[src/rtl/rom_arbiter.sv]
// Two-port ROM arbiter: fetch and data-load requesters share one single-ported ROM.
// Exactly one transaction is outstanding. A response is held until the owning port accepts it.
module rom_arbiter #(
    parameter int unsigned ADDR_WIDTH = 16,
    parameter int unsigned TIMEOUT    = 4
) (
    input  logic                  clk,
    input  logic                  rst_n,

    input  logic                  if_req_valid,
    output logic                  if_req_ready,
    input  logic [31:0]           if_req_addr,
    output logic                  if_rsp_valid,
    output logic [31:0]           if_rsp_data,
    output logic                  if_rsp_err,
    input  logic                  if_rsp_ready,

    input  logic                  d_req_valid,
    output logic                  d_req_ready,
    input  logic [31:0]           d_req_addr,
    output logic                  d_rsp_valid,
    output logic [31:0]           d_rsp_data,
    output logic                  d_rsp_err,
    input  logic                  d_rsp_ready,

    output logic                  rom_ce,
    output logic [ADDR_WIDTH-1:0] rom_addr,
    input  logic [31:0]           rom_rdata,
    input  logic                  rom_rdata_valid
);

    typedef enum logic [1:0] {StIdle, StBusy, StHold} state_t;

    // Busy-cycle count at which the ROM is declared unresponsive.
    localparam logic [7:0] CntLast = 8'(TIMEOUT - 1);

    state_t      state_q, state_d;
    logic        owner_q, owner_d;          // 0 = fetch, 1 = data
    logic        last_grant_q, last_grant_d;
    logic [7:0]  cnt_q, cnt_d;
    logic [31:0] hold_data_q, hold_data_d;
    logic        hold_err_q, hold_err_d;

    logic        in_idle, in_hold;
    logic        gnt_data, handshake, legal, rsp_done;
    logic [31:0] sel_addr;

    // Arbitration, address check and ROM strobe for the current IDLE cycle.
    always_comb begin
        in_idle   = rst_n && (state_q == StIdle);
        in_hold   = rst_n && (state_q == StHold);
        // Data wins a tie only if fetch was granted last.
        gnt_data  = d_req_valid && (!if_req_valid || !last_grant_q);
        handshake = in_idle && (if_req_valid || d_req_valid);
        sel_addr  = gnt_data ? d_req_addr : if_req_addr;
        legal     = (sel_addr[1:0] == 2'b00) && ((sel_addr >> (ADDR_WIDTH + 2)) == 32'd0);
        rsp_done  = in_hold && (owner_q ? d_rsp_ready : if_rsp_ready);

        if_req_ready = handshake && !gnt_data;
        d_req_ready  = handshake && gnt_data;
        rom_ce       = handshake && legal;
        rom_addr     = rom_ce ? sel_addr[ADDR_WIDTH+1:2] : '0;

        if_rsp_valid = in_hold && !owner_q;
        if_rsp_data  = if_rsp_valid ? hold_data_q : 32'd0;
        if_rsp_err   = if_rsp_valid && hold_err_q;
        d_rsp_valid  = in_hold && owner_q;
        d_rsp_data   = d_rsp_valid ? hold_data_q : 32'd0;
        d_rsp_err    = d_rsp_valid && hold_err_q;
    end

    // Next-state logic for the transaction FSM and its hold register.
    always_comb begin
        state_d      = state_q;
        owner_d      = owner_q;
        last_grant_d = last_grant_q;
        cnt_d        = cnt_q;
        hold_data_d  = hold_data_q;
        hold_err_d   = hold_err_q;
        unique case (state_q)
            StIdle: begin
                if (handshake) begin
                    owner_d      = gnt_data;
                    last_grant_d = gnt_data;
                    cnt_d        = 8'd0;
                    if (legal) begin
                        state_d = StBusy;
                    end else begin
                        state_d     = StHold;
                        hold_data_d = 32'd0;
                        hold_err_d  = 1'b1;
                    end
                end
            end
            StBusy: begin
                if (rom_rdata_valid) begin
                    state_d     = StHold;
                    hold_data_d = rom_rdata;
                    hold_err_d  = 1'b0;
                end else if (cnt_q == CntLast) begin
                    state_d     = StHold;
                    hold_data_d = 32'd0;
                    hold_err_d  = 1'b1;
                end else begin
                    cnt_d = cnt_q + 8'd1;
                end
            end
            StHold: begin
                if (rsp_done) state_d = StIdle;
            end
            default: state_d = StIdle;
        endcase
    end

    // State register with synchronous active-low reset.
    always_ff @(posedge clk) begin
        if (!rst_n) begin
            state_q      <= StIdle;
            owner_q      <= 1'b0;
            last_grant_q <= 1'b1;
            cnt_q        <= 8'd0;
            hold_data_q  <= 32'd0;
            hold_err_q   <= 1'b0;
        end else begin
            state_q      <= state_d;
            owner_q      <= owner_d;
            last_grant_q <= last_grant_d;
            cnt_q        <= cnt_d;
            hold_data_q  <= hold_data_d;
            hold_err_q   <= hold_err_d;
        end
    end

endmodule

[config.mk]
export PLATFORM = sky130hd
export DESIGN_NAME = rom_arbiter
export DESIGN_NICKNAME = d
export VERILOG_FILES = /design/src/rtl/rom_arbiter.sv
export SDC_FILE = /design/constraint.sdc
export NUM_CORES = 1
export LEC_CHECK = 0
export BUFFER_PORTS_ARGS = -buffer_cell sky130_fd_sc_hd__buf_2
export CORE_MARGIN = 2
export CORE_UTILIZATION = 40
export CTS_BUF_LIST = sky130_fd_sc_hd__clkbuf_4
export DETAILED_ROUTE_END_ITERATION = 10
export PLACE_DENSITY = 0.81
export SLEW_MARGIN = 20
export SYNTH_ARGS = -nofsm -noshare
export SYNTH_HDL_FRONTEND = slang
export SYNTH_SLANG_ARGS = --single-unit
[constraint.sdc]
create_clock -name clk -period 2.9 [get_ports clk]
set_input_delay 0.58 -clock clk [delete_from_list [all_inputs] [get_ports clk]]
set_output_delay 0.58 -clock clk [all_outputs]
set_load 0.05 [all_outputs]
==> summary by stage, run 1 <==
Timing
Subtracting the final worst setup slack from the clock period gives 2.647 ns. The max-slew violation count is 0. The portion of the clock cycle consumed by the worst path in the final layout is 0.9127. Setup repair after global routing left no endpoint under its margin.

The number of failing setup endpoints in the final timing report is 0. The transition at the pin with the smallest max-transition slack is approximately 0.65 ns. The maximum clock skew at final layout is 0.01574 ns. Summed over all failing endpoints, the final setup total negative slack is 0 ns. The count of final hold-check violations is 0. The relative slew slack is 0.5689. The timing-limited maximum frequency is ~0.38 GHz.

Placed design
The count of buffers added on input and output ports is 189. The final RePlAce weighted congestion is between 0.8 and 0.9. The HPWL reported at the end of detailed placement is approximately 6300 um.

Min path
The path class of the tightest hold or removal check is input port to flip-flop. The startpoint identified for the worst hold timing path is rom_rdata[28]. The endpoint of the worst hold-timing path is hold_data_q[28].

The number of cells on the worst hold path is 3.

Clock network
The total setup buffers inserted after CTS is 0. The CTS sink count is 45. At the later pin of the worst-skew pair, clock insertion delay measures around 0.35 ns. The total CTS buffers is 5. The CTS tree is done.

The post-cts hold buffer count is 0. In this run, post-CTS repair resized a total of 0 instances. The cell chosen for the clock root is clkbuf_4. The clock passes through at most 2 buffers. The maximum level of the CTS H-tree is 2. Clock-pin slew was measured on the worst setup and hold paths at 0.13 ns.

Worst setup path
The start point of the critical path is d_req_addr[19]. The slack of the worst reg-to-reg path is 0.31 ns. The critical path required time is around 2.3 ns. The startpoint of the worst register-to-register path is cnt_q[0]. STA classifies the critical path startpoint as an input port.

The critical setup path kind is input port to primary output. Along the worst path, the maximum fanout reaches 17. The critical path goes through buf_2 > nor4_1 > nand2_1 > nor2_1 > buf_4 > a22oi_1 > nor2_1 > buf_2.

The data arrival time of the worst path is approximately 2.1 ns. The category of the worst setup path capture point is a primary output. In this design, the stage delay of the slowest critical-path cell is 0.36 ns. Measured in cells, the most critical reg-to-reg path has a length of 7. In this run the critical register-to-register path is captured at hold_data_q[19]. The critical path's slowest cell is nor4_1.

Synth
The proportion of synthesized chip area in sequential cells is 0.3366. Counting every instance in the synthesized netlist gives approximately 350. The post-synthesis share of cell area spent on xor and xnor gates is 0.01964. Of the total synthesized cell area, the portion taken by AND, OR, NAND and NOR gates is 0.4007. The combinational family with the most area after synthesis is simple AND/OR/NAND/NOR gates. Yosys mapped a number of flops with a built-in enable equal to 0. The synthesized-area fraction occupied by ao, oa, aoi and oai cells is 0.1861. The mapped netlist covers roughly 2700 sq um. The count of different cell masters after synthesis is 38. The count of synthesis-stage warnings from yosys is 0. In the synthesized netlist the async set-or-reset flop fraction comes to 0.

When the netlist entered floorplanning its net count stood at between 400 and 500. The average footprint of a synthesized cell is 7.757 sq um. The number of storage elements in the synthesis netlist is 45. The leading register cell type out of synthesis is dfxtp_1. The mux share of post-synthesis cell area is 0.004208. The fraction of the mapped netlist area in adder cells is 0.004675.

Layout
Leaving out fill and tap cells, the most frequent cell in the layout is buf_2. The filler cells instantiated in the layout total approximately 600. The repair_antennas step left the layout with diodes totalling 0. The fraction of layout cells with a size suffix above 1 is 0.4848. The number of nets in the final layout is roughly 630.

Compared with the post-synthesis result, the final layout area differs by 41.66%. The share of the core filled with cells in the final layout is 0.5903. In the layout the commonest cells are buf_2, nand2_1, and2_1.

Global route
The largest net degree at the start of global routing is 35. The overflow left after global routing is 0. For this run, global-route usage on met2 was measured as 0.3913. For this run, the total global-route usage over all layers was measured as 0.2018. The first global-routing pass estimated 11,960 um of wire. The routing usage on met3 is 0.04139.

The via count of the first global-routing pass is around 2.6k. The met1 track demand over resource in global routing is 0.2187. The most crowded layer after global routing is met2. The number of antenna violations at the first check in global routing is 0.

Drt
Once detail routing completed, the nets flagged for antenna violations numbered 0. The routed layout has roughly 3k vias. The first detailed-routing pass took 10 iterations. The number of DRC markers after the initial detailed-route iteration is around 150. The total detailed-routing wirelength is around 7700 um. After detailed routing, the number of remaining DRC violations is 15. The routed via count divided by cell count is approximately 4.9. After detailed routing, the average wire length per cell comes to around 13 um.

Run status
The checks that failed: design-rule violations. The flow ran to the end, but the final reports show violations.

Pwr
The largest voltage drop on the vdd net is 0.0001701 V. In this run the power density over the cells is 307.4 nW/um^2. The leakage dissipation is 1.868 nW. Overall power consumption after layout is estimated at approximately 1.2 mW.

Floorplanning
The floorplan die width is ~86 um. During I/O placement, the number of pins put on the boundary was 190. In this run the core area contains 29 standard-cell rows.

In this run the standard cell core region covers roughly 6400 sq um. The starting density of the core is 0.4167. The floorplan step defined a die boundary enclosing between 7000 and 8000 sq um. Measured along the y axis, the die boundary spans between 80 and 90 um.

Flow run
Across the run, the number of max-cap violations was 0.
==> Yosys cell counts, types with 2 or more instances <==
library cell,n,area share
nor3_1,2,0.0037
clkbuf_1,14,0.020
o21ai_2,30,0.098
o21ai_1,2,0.0037
dlygate4sd3_1,2,0.0075
a31o_2,2,0.0065
nand4_1,4,0.0093
nor4_1,8,0.019
and2_1,68,0.16
a21boi_1,3,0.0084
a22oi_1,16,0.045
buf_6,3,0.013
nor4_2,2,0.0093
nor2_1,30,0.042
nand3_1,7,0.013
and3_1,3,0.0070
buf_2,2,0.0037
dfxtp_1,45,0.34
a21oi_1,5,0.0093
xor2_1,6,0.020
nand2_1,74,0.10
==> worst max path at each step <==
stage             endpoint
2_1_floorplan       rom_ce
3_3_place_gp   rom_addr[3]
3_5_place_dp   rom_addr[3]
4_1_cts        rom_addr[3]
5_1_grt        rom_addr[3]
6_report       rom_addr[3]
==> critical path, delay by kind of cell <==
family,cells,cell delay (ns)
buffers and inverters,3,0.61
AOI/OAI and AO/OA,1,0.10
and+or+nand+nor,4,0.77
==> logic make-up (layout without fill, tap and decap cells) <==
| kind of cell | count (synthesis) | in the layout |
|---|---|---|
| AOI/OAI and AO/OA | 62 | 62 |
| xor gates and xnor gates | 6 | 6 |
| adders and majority gates | 1 | 1 |
| buffers and inverters | 23 | 206 |
| DFF | 45 | 45 |
| muxes | 1 | 1 |
| and+or+nand+nor | 207 | 207 |
==> metal layers <==
metal	vias to the layer above	wire (um)	share of wire
li1	1527	-	-
met5	-	0	0
met3	10	618	0.081
met1	1308	2906	0.38
met2	142	4028	0.53
met4	0	103	0.013
==> through the flow <==
step	setup slack [ns]	hold slack [ns]	area [sq um]	instances
floorplan	0.01451	0.4322	2699	345
global placement	0.1913	0.4470	3719	598
detailed placement	0.2353	0.4540	3719	598
CTS	0.2265	0.3974	3791	605
global route	0.09312	0.4006	3791	605
finish	0.2533	0.4153	3791	605
==> registers in the layout, summed over array words and instances (netlist names) <==
signal	flops
cnt_q	8
hold_err_q	1
state_q	2
last_grant_q	1
hold_data_q	32
owner_q	1
==> report_power, final <==
part	switching (mW)	internal, mW
sequential	0.00563	0.623
combinational	0.0942	0.0744
clock	0.192	0.176
total	0.292	0.873
==> layout make-up <==
cell class,count,area [sq um],share of cell area
Clock buffer,5,37.54,0.009901
Timing Repair Buffer,198,1044,0.2752
Sequential cell,45,900.9,0.2376
Multi-Input combinational cell,277,1674,0.4416
Tap cell,77,96.34,0.02541
Clock inverter,2,35.03,0.009241
Inverter,1,3.754,0.0009901
Power figures use the tool's default switching activity.
==> run 2, diff against run 1 <==
--- a/config.mk
+++ b/config.mk
@@ -5,12 +5,13 @@
 export SDC_FILE = /design/constraint.sdc
 export NUM_CORES = 1
 export LEC_CHECK = 0
+export ABC_AREA = 1
 export BUFFER_PORTS_ARGS = -buffer_cell sky130_fd_sc_hd__buf_2
 export CORE_MARGIN = 2
 export CORE_UTILIZATION = 40
 export CTS_BUF_LIST = sky130_fd_sc_hd__clkbuf_4
 export DETAILED_ROUTE_END_ITERATION = 10
-export PLACE_DENSITY = 0.81
+export PLACE_DENSITY = 0.78
 export SLEW_MARGIN = 20
 export SYNTH_ARGS = -nofsm -noshare
 export SYNTH_HDL_FRONTEND = slang
==> summary by stage, run 2 <==
Run status
The flow ran to the end, and the final reports show no timing, DRC or antenna violations.

Worst setup path
The number of cells traversed by the worst register-to-register path is 9 (+2). The kind of cell adding the most delay to the critical path is buffers and inverters. The worst register-to-register path begins at last_grant_q. The kind of start point of the critical path is a flip-flop. The buffers plus inverters on the worst setup path is 6 (+3). The maximum fanout along the worst path is 17 (unchanged). The largest stage delay on the critical path was 0.39 ns (+0.03 ns). The data arrival time of the worst path is 2.11 ns (+0.04 ns). The critical setup path kind is flip-flop to primary output.

The reg-to-reg endpoint is hold_data_q[10]. STA classifies the critical path endpoint as a primary output. The instance count on the critical path is 10 (+2). The critical path required time is 2.32 ns (about the same). Walking the worst path, the cells encountered are inv_1 > nor2_1 > inv_1 > nor2_1 > inv_1 > nor2_4 > clkinvlp_4 > buf_12 > nor2_1 > buf_2. The slack of the worst reg-to-reg path came to 0.89 ns (+0.58 ns). The critical path's slowest cell is dfxtp_2.

Drt
The total detailed-routing wirelength is 8916 um (+16%). The routed via count divided by cell count is 4.719 (-4.4%). The number of DRC markers after the initial detailed-route iteration came to 113 (-23%). The detailed-route via count is 3,799 (+27%).

The post-route antenna net violation count is 0 (unchanged). The routed wirelength normalized by instance count is 11.08 um (-12%). The residual DRC count is 0 (-15). The number of search-and-repair iterations in the first detailed-routing pass came to 4 (-6).

Floorplanning
The full die area is 8217 sq um (+12%). The starting density of the core is 0.4140 (-0.002708). The die height is 90.65 um (+5.7%). The floorplan die width is 90.65 um (+5.7%). The area of the core came to 7253 sq um (+13%).

The number of top-level pins is 190 (unchanged). The floorplan row count is 31 (+6.9%).

Min path
The worst hold path begins at last_grant_q. The path class of the lowest-slack min-delay path is flip-flop to flip-flop. The number of cells on the worst hold path is 2 (-1). The endpoint of the worst hold-timing path is last_grant_q.

Synth
The cell area after technology mapping is 3003 sq um (+12%). The number of synthesized flops with an enable pin was 0 (unchanged). The number of storage elements in the synthesis netlist is 45 (unchanged).

The proportion of synthesized chip area in sequential cells is 0.3000 (-0.03661). The post-synthesis instance total was 528 (+53%). The leading register cell type out of synthesis is dfxtp_1. The share of the synthesized area in the top cell type is 0.3000 (-0.03661). The count of synthesis-stage warnings from yosys is 0 (unchanged).

By area the synthesized netlist is led by dfxtp_1, nor2_1, nand2_1. The count of different cell masters after synthesis was 21 (-45%). The async set or reset register ratio after synthesis is 0 (unchanged). Summed over all instances, the cell type with the most area after synthesis is dfxtp_1. The average footprint of a synthesized cell is 5.687 sq um (-27%).

By count the netlist is led by nor2_1, nand2_1, a21oi_1. The net count of the mapped netlist was 632 (+41%). In the post-synthesis netlist, the cell with the most instances is nor2_1.

Layout
The number of inserted diodes is 0 (unchanged). The total non-filler cell area in the finished layout is 4085 sq um (+7.8%). In the layout the commonest cells are buf_2, nor2_1, nand2_1. The number of nets in the final layout is 809 (+28%).

Leaving out fill and tap cells, the most frequent cell in the layout is buf_2. The register with the most flip-flops in the final layout is hold_data_q. In the final layout, the registers with the most flip-flops are hold_data_q (32), cnt_q (8), state_q (2). The area added between synthesis and finish is 36.04%.

The fill cell instance count of the final layout is 738 (+21%). The fraction of layout cells with a size suffix above 1 is 0.3187 (-0.1662). The flip-flop count of the largest register after layout came to 32 (unchanged).

Timing
The count of final hold-check violations is 0 (unchanged). The maximum clock skew at final layout is 0.01070 ns (-0.005041 ns). The max-slew violation count is 0 (unchanged). The number of failing setup endpoints in the final timing report is 0 (unchanged). The portion of the clock cycle consumed by the worst path in the final layout is 0.9283 (+0.01566). The final critical path time including I/O delays and setup is 2.692 ns (+0.04540 ns). The transition at the pin with the smallest max-transition slack is 0.6205 ns (-0.02543 ns). The relative slew slack is 0.5849 (+0.01595). The timing-limited maximum frequency is 0.3715 GHz (-1.7%). Setup repair after global routing left no endpoint under its margin. The worst hold slack after final layout is 0.4848 ns (+0.06957 ns).

Clock network
The clock insertion delay at the later pin of the skew report was 0.36 ns (about the same). The total CTS buffers is 5 (unchanged). TritonCTS built the clock tree. The CTS sink count was 45 (unchanged).

The maximum level of the CTS H-tree came to 2 (unchanged). The buffer depth of the longest clock path came to 2 (unchanged). The cell chosen for the clock root is clkbuf_4. The clock-pin transition on the worst setup and hold timing paths came to 0.13 ns (about the same).

Placed design
The number of port buffers was 189 (unchanged). The final RePlAce weighted congestion was 0.8901 (+0.95%). The cell area after placement is 3908 sq um (+5.1%). The HPWL reported at the end of detailed placement was 6393 um (+1.7%).

Global route
The overflow left after global routing is 0 (unchanged). The largest net degree at the start of global routing is 38 (+8.6%). The number of antenna violations at the first check in global routing is 0 (unchanged). The global-route wire length before repair is 14,520 um (+21%). The via count of the first global-routing pass was 3,461 (+32%). The aggregate global-route resource usage is 0.2062 (+0.004385).

Flow run
The number of max-cap violations is 0 (unchanged).

Pwr
The overall power after layout came to 2.138 mW (+83%). The power density relative to cell area is 523.4 nW/um^2 (+70%). The leakage dissipation is 2.155 nW (+15%). The largest voltage drop on the vdd net is 0.0002342 V (+38%).
==> run 2: worst max path at each step <==
stage | start | endpoint
after floorplan | rst_n | d_rsp_data[10]
after detailed placement | if_req_valid | rom_addr[15]
after global routing | state_q[1] | d_rsp_data[19]
after CTS | state_q[1] | if_rsp_data[30]
final | state_q[1] | d_rsp_data[30]
after global placement | if_req_valid | rom_addr[6]
==> run 2: power by group <==
group,internal (mW),switching [mW]
logic,0.352,0.644
registers,0.759,0.0751
clock network,0.0963,0.211
==> run 2: layer usage <==
metal | global-route usage | routed length [um] | share of wire | vias to the layer above
met5 | 0 | 0 | 0 | -
li1 | - | - | - | 1968
met1 | 0.2378 | 3764 | 0.42 | 1693
met2 | 0.3750 | 4439 | 0.50 | 128
met3 | 0.04925 | 599 | 0.067 | 10
met4 | 0.06154 | 113 | 0.013 | 0
==> run 2: kinds of logic (layout without fill, tap and decap cells) <==
| logic type | count (synthesis) | count (layout) | share of synthesized area |
|---|---|---|---|
| AND/OR/NAND/NOR | 329 | 329 | 0.4346 |
| buffers and inverters | 87 | 265 | 0.1488 |
| AO/OA/AOI/OAI | 65 | 65 | 0.1096 |
| flip-flops | 45 | 45 | 0.3000 |
| adder cells (fa/ha/maj) | 1 | 1 | 0.004166 |
| XOR/XNOR | 1 | 1 | 0.002917 |
==> run 2: cell type report <==
class                   count  area [sq um]  area share
repair inverters            2         15.01    0.003675
clock inverters             3         21.27    0.005207
clock buffers               5         37.54    0.009188
repair buffers            198          1079      0.2640
inverters                  57         224.0     0.05482
multi-input cells         396          1683      0.4119
well taps                  99         123.9     0.03032
flip-flops and latches     45         902.1      0.2208
==> run 2: repair_timing <==
action	in CTS	in global routing
hold buffers	0	0
setup endpoints to repair	0	80
resized for setup	0	9
setup buffers	0	4
==> run 2: through the flow <==
step                      setup slack, ns  utilization  std cells  setup TNS, ns
after floorplan                   -0.1686            -        528         -10.31
after global placement             0.2159       0.5387        791              0
after detailed placement           0.1160       0.5387        791              0
after CTS                         0.01106       0.5468        799              0
after global routing             0.004065       0.5632        805              0
final                              0.2079       0.5632        805              0
==> run 2: tightest hold or removal path, stage by stage, from the launching register on <==
cell and delay, ns:
dfxtp_1 0.36, a21oi_1 0.06, nand2_1 0.05
